==> config.mk <==
export PLATFORM = sky130hd
export DESIGN_NAME = pulse_swallow_ctrl
export DESIGN_NICKNAME = d
export VERILOG_FILES = /design/src/rtl/div_pkg.sv /design/src/rtl/ratio_shadow.sv /design/src/rtl/pulse_swallow_ctrl.sv
export SDC_FILE = /design/constraint.sdc
export NUM_CORES = 1
export LEC_CHECK = 0
export ABC_AREA = 1
export CORE_MARGIN = 2
export CORE_UTILIZATION = 25
export DETAILED_ROUTE_END_ITERATION = 7
export PLACE_DENSITY_LB_ADDON = 0.25
export SYNTH_ARGS = -nofsm -noshare
export SYNTH_HDL_FRONTEND = slang
export SYNTH_SLANG_ARGS = --single-unit
==> constraint.sdc <==
create_clock -name Fin -period 7 [get_ports Fin]
set_clock_uncertainty 0.05 [all_clocks]
set_input_delay 1.4 -clock Fin [delete_from_list [all_inputs] [get_ports Fin]]
set_output_delay 1.4 -clock Fin [all_outputs]
set_load 0.01 [all_outputs]
==> src/rtl/div_pkg.sv <==
// Shared constants and ratio legality check for the pulse-swallow divider.
package div_pkg;
  localparam int P_WIDTH_DEF = 6;
  localparam int S_WIDTH_DEF = 4;
  localparam int P_MIN = 2;

  function automatic logic ratio_legal(
    input logic [31:0] p,
    input logic [31:0] s
  );
    return (p >= 32'(P_MIN)) && (s <= p);
  endfunction
endpackage

==> src/rtl/ratio_shadow.sv <==
// Shadow P/S register behind a valid/ready handshake with legality check.
module ratio_shadow
  import div_pkg::*;
#(
  parameter int P_WIDTH = P_WIDTH_DEF,
  parameter int S_WIDTH = S_WIDTH_DEF
) (
  input  logic               clk,
  input  logic               rst,
  input  logic               cfg_valid,
  input  logic [P_WIDTH-1:0] cfg_p,
  input  logic [S_WIDTH-1:0] cfg_s,
  input  logic               wrap,
  output logic               cfg_ready,
  output logic               cfg_err,
  output logic               sh_full,
  output logic [P_WIDTH-1:0] sh_p,
  output logic [S_WIDTH-1:0] sh_s,
  output logic               acc_legal
);
  logic legal;
  logic take;

  assign legal     = ratio_legal(32'(cfg_p), 32'(cfg_s));
  assign cfg_ready = !sh_full;
  assign take      = cfg_valid && cfg_ready;
  assign acc_legal = take && legal;

  // A legal offer landing on the wrap goes straight to the active ratio.
  always_ff @(posedge clk) begin
    if (rst) begin
      sh_full <= 1'b0;
      cfg_err <= 1'b0;
      sh_p    <= '0;
      sh_s    <= '0;
    end else begin
      cfg_err <= take && !legal;
      if (acc_legal && !wrap) begin
        sh_full <= 1'b1;
        sh_p    <= cfg_p;
        sh_s    <= cfg_s;
      end else if (wrap) begin
        sh_full <= 1'b0;
      end
    end
  end
endmodule

==> src/rtl/pulse_swallow_ctrl.sv <==
// Pulse-swallow divider controller: period counter, ratio update and decode.
module pulse_swallow_ctrl
  import div_pkg::*;
#(
  parameter int P_WIDTH = P_WIDTH_DEF,
  parameter int S_WIDTH = S_WIDTH_DEF,
  parameter int P_RST   = 7,
  parameter int S_RST   = 3
) (
  input  logic               Fin,
  input  logic               rst,
  input  logic               en,
  input  logic               cfg_valid,
  input  logic [P_WIDTH-1:0] cfg_p,
  input  logic [S_WIDTH-1:0] cfg_s,
  output logic               cfg_ready,
  output logic               cfg_err,
  output logic               mc_o,
  output logic               fout_o,
  output logic               ld_o,
  output logic [P_WIDTH-1:0] p_act,
  output logic [S_WIDTH-1:0] s_act
);
  localparam int CW = ((P_WIDTH > S_WIDTH) ? P_WIDTH : S_WIDTH) + 1;
  localparam logic [P_WIDTH-1:0] P_ONE = 1;

  logic [P_WIDTH-1:0] idx;
  logic [P_WIDTH-1:0] nk;
  logic [P_WIDTH-1:0] np;
  logic [S_WIDTH-1:0] ns;
  logic [CW-1:0]      half;
  logic               last;
  logic               wrap;
  logic               mc_n;
  logic               fo_n;
  logic               ld_n;
  logic               sh_full;
  logic [P_WIDTH-1:0] sh_p;
  logic [S_WIDTH-1:0] sh_s;
  logic               acc_legal;

  ratio_shadow #(
    .P_WIDTH(P_WIDTH),
    .S_WIDTH(S_WIDTH)
  ) u_shadow (
    .clk      (Fin),
    .rst      (rst),
    .cfg_valid(cfg_valid),
    .cfg_p    (cfg_p),
    .cfg_s    (cfg_s),
    .wrap     (wrap),
    .cfg_ready(cfg_ready),
    .cfg_err  (cfg_err),
    .sh_full  (sh_full),
    .sh_p     (sh_p),
    .sh_s     (sh_s),
    .acc_legal(acc_legal)
  );

  // Outputs are decoded from the next state so they line up with idx.
  always_comb begin
    last = (idx == p_act - P_ONE);
    wrap = en && last;
    nk   = last ? '0 : idx + P_ONE;
    np   = p_act;
    ns   = s_act;
    if (wrap && sh_full) begin
      np = sh_p;
      ns = sh_s;
    end else if (wrap && acc_legal) begin
      np = cfg_p;
      ns = cfg_s;
    end
    half = (CW'(np) + CW'(1)) >> 1;
    mc_n = CW'(nk) < CW'(ns);
    fo_n = CW'(nk) < half;
    ld_n = (nk == np - P_ONE);
  end

  always_ff @(posedge Fin) begin
    if (rst) begin
      idx    <= '0;
      p_act  <= P_WIDTH'(P_RST);
      s_act  <= S_WIDTH'(S_RST);
      mc_o   <= (S_RST != 0);
      fout_o <= 1'b1;
      ld_o   <= 1'b0;
    end else if (en) begin
      idx    <= nk;
      p_act  <= np;
      s_act  <= ns;
      mc_o   <= mc_n;
      fout_o <= fo_n;
      ld_o   <= ld_n;
    end else begin
      ld_o   <= 1'b0;
    end
  end
endmodule

==> results.md <==
* Top cell type's share of synthesized area at 27.0%
* Via-to-Cell Ratio at about 4.6
* Syn_nets at ~370
* Fin Setup TNS at 0 ps
* Power per cell area at 145 nW/um^2
* DP HPWL at roughly 4900 um
* Vias in the first global route at 2146
* Initial DRC count at 115
* CTS buffer count at 5
* Initial antenna violation count at 0
* Total Routing Usage GR at 13.4%
* Slowest CP cell: clkdlybuf4s50_1
* Min cycle time layout at 4490 ps
* VDD IR max at 0.0000685 V
* Most frequent cells in the layout: nand2_1, inv_1, dfxtp_1, nor2_1, nand3_1
* Routability cong. at 0.841
* Chip Height at 99.9 um
* Initial Util at 25.4%
* Die W at 99.9 um
* Xor and xnor area share after synthesis at 3.81%
* Synth Register Bits at 31
* Sequential area share after synthesis at a little over a quarter
* Worst path top cell family by delay: simple AND/OR/NAND/NOR gates
* Clock-pin slew on the worst setup and hold paths at 70 ps
* Final period util at 64.1%
* Max frequency at 223 MHz
* Drt drc at 0
* Cell repeated most along the worst path: nand2_1
* Clk root buf: clkbuf_8
* Die area at 9990 um^2
* Remaining Overflow, GRT at 0
* Critical Path AT at roughly 4600 ps
* Synth Area in Simple Gates at 40.1%
* Area delta synth->final at 18.4%
* Fillers at 1007
* Cell area after synthesis at around 2300 um^2
* CP Cell Sequence: clkdlybuf4s50_1 > inv_1 > ha_1 > nand2_1 > nand2_1 > nand2_1 > nand2_1 > nand2_1 > nand2_1 > nor2_4 > nand3_4 > nand2_2 > nand3_2 > nand2_2 > ha_1 > nand3_1 > nor2_1 > nand2_1 > ha_1 > nand2_1 > inv_1 > nand3_1 > o221ai_1 > o21ai_0
* Required time worst endpoint at roughly 7100 ps
* Yosys top cell by area: dfxtp_1
* Synthesized instance count at 342
* Synth Warn # at 0
* # resized after CTS at 0
* CTS sink cnt at 31
* Hold WC Path Type: register to register
* Worst-Skew Late Latency at 290 ps
* Layout cells sized above 1 at 12.0%
* Pre-antenna DRT Iters at 4
* CTS tree: yes
* IO Pins at 29
* Antenna Cells at 0
* Bufs on Longest Clock Path at 2
* CP bufs+invs at 3
* Final-report hold violation count at 0
* Max Cap Viol at 0
* Yosys cell types at 35
* Area contributors post-synth: dfxtp_1, nand2_1, ha_1
* CORE AREA at 9060 um^2
* Post-synthesis mux area share at 0%
* Vias at between 2000 and 2500
* Nets at 396
* Largest family of logic cells by synthesized area: simple AND/OR/NAND/NOR gates
* Largest net degree at the start of global routing at 22
* Area share of fa/ha/maj cells after synthesis at 8.16%
* First-pass GRT wire length at 10500 um
* Hold Buf Count CTS at 0
* Register area at 621 um^2
* Synth Area per Inst at 6.73 um^2
* Port Buffers at 28
* Final WL at 6160 um
* Routed Antenna Nets at 0
* RSZ-0062 raised after global routing: false
* Crit Path Max Fanout at 16
* Slew HR at 53.4%
* Crit start category: primary input
* Setup Crit Path Kind: primary input to register
* Worst-margin pin slew at 697 ps
* Area of the multi-input gates at 1450 um^2
* Slew Viols, Final at 0
* Setup crit end kind: register
* Floorplan row count at 35
* Pleak at 1.26 nW
* Synth Area in Compound Gates at between 10% and 20%
* H-tree level count at 2
* Outcome: complete, no violations
* WL/cell at 12.9 um
* Most common cell after layout, fill and taps aside: nand2_1
* Final-report setup violation count at 0
* Post-CTS setup buffer count at 0
* Fin util at 30.0%
* Peak per-stage delay on the critical path at 480 ps
[worst paths after layout]
check	start	to	slack, ps	depth (start not counted)
min	u_shadow.sh_s[2]	u_shadow.sh_s[2]	430	2
max reg2reg	p_act[0]	fout_o	3430	20
max	cfg_p[1]	fout_o	2510	24
min reg2reg	u_shadow.sh_s[2]	u_shadow.sh_s[2]	430	2
[worst min-delay path: cells and delay by family, from the launching register on]
kind,cells,cell delay [ps]
flip-flops,1,320
AND/OR/NAND/NOR,2,130
[cell families (layout without fill, tap and decap cells)]
kind of cell,count (synthesis),after routing
DFF,31,31
xor gates and xnor gates,10,10
adders and majority gates,15,15
buffers and inverters,54,78
and+or+nand+nor,187,187
AOI/OAI and AO/OA,45,45
[registers in the layout, summed over array words and instances, names as in the netlist]
register          cells
idx                   6
s_act                 4
fout_o                1
ld_o                  1
u_shadow.sh_p         6
p_act                 6
u_shadow.cfg_err      1
mc_o                  1
u_shadow.sh_s         4
u_shadow.sh_full      1
[cell type report]
type	instances	area share [%]
repair buffers	28	10.3
well taps	111	5.10
inverters	44	6.11
clock buffers	6	2.66
flip-flops and latches	31	22.8
multi-input cells	257	53.1
[synthesized netlist by cell type]
master     number
dfxtp_1        31
nor2_2          4
nand3_2         6
nor2_1         30
inv_1          37
nor2_8          1
xnor2_1         5
xor2_1          5
o211ai_2        1
buf_2           1
nand3_4         2
nand2_1        85
inv_2           6
a2111oi_0       1
a21oi_2         1
o21ai_0        22
nor3_2          1
o211ai_1        1
o21ai_1         3
nand3b_1        2
nor2_4          1
or2_4           1
clkinv_2        1
nor3_1          1
o221ai_1        1
nand2_4         1
nand4_1         7
a21oi_1        15
ha_1           15
clkbuf_1        5
nor3b_1         1
or2_1           2
nand3_1        29
buf_6           4
nand2_2        13
[where the power goes]
group	switching [mW]	leakage (nW)	internal, mW
combinational	0.0410	0.973	0.0274
sequential	0.00776	0.254	0.186
clock	0.0654	0.0371	0.0662
total	0.114	1.26	0.280
[routing by layer]
layer  part of all wire [%]  vias to the layer above  GRT usage, %
li1                       -                     1153             -
met1                     49                      974          18.2
met2                     44                       43          21.5
met3                    4.9                       10          2.58
met4                    1.7                        0          4.32
met5                      0                        -             0
[per-stage QoR]
step           hold slack, ps  area (um^2)  setup slack [ps]  cells  power (mW)
4_1_cts                   437         2720              2530    477       0.399
2_1_floorplan             398         2300              3030    342       0.241
6_report                  430         2720              2510    477       0.394
3_3_place_gp              421         2650              2290    471       0.266
3_5_place_dp              416         2650              2240    471       0.267
5_1_grt                   465         2720              2160    477       0.417
(Power assumes the default switching activity.)
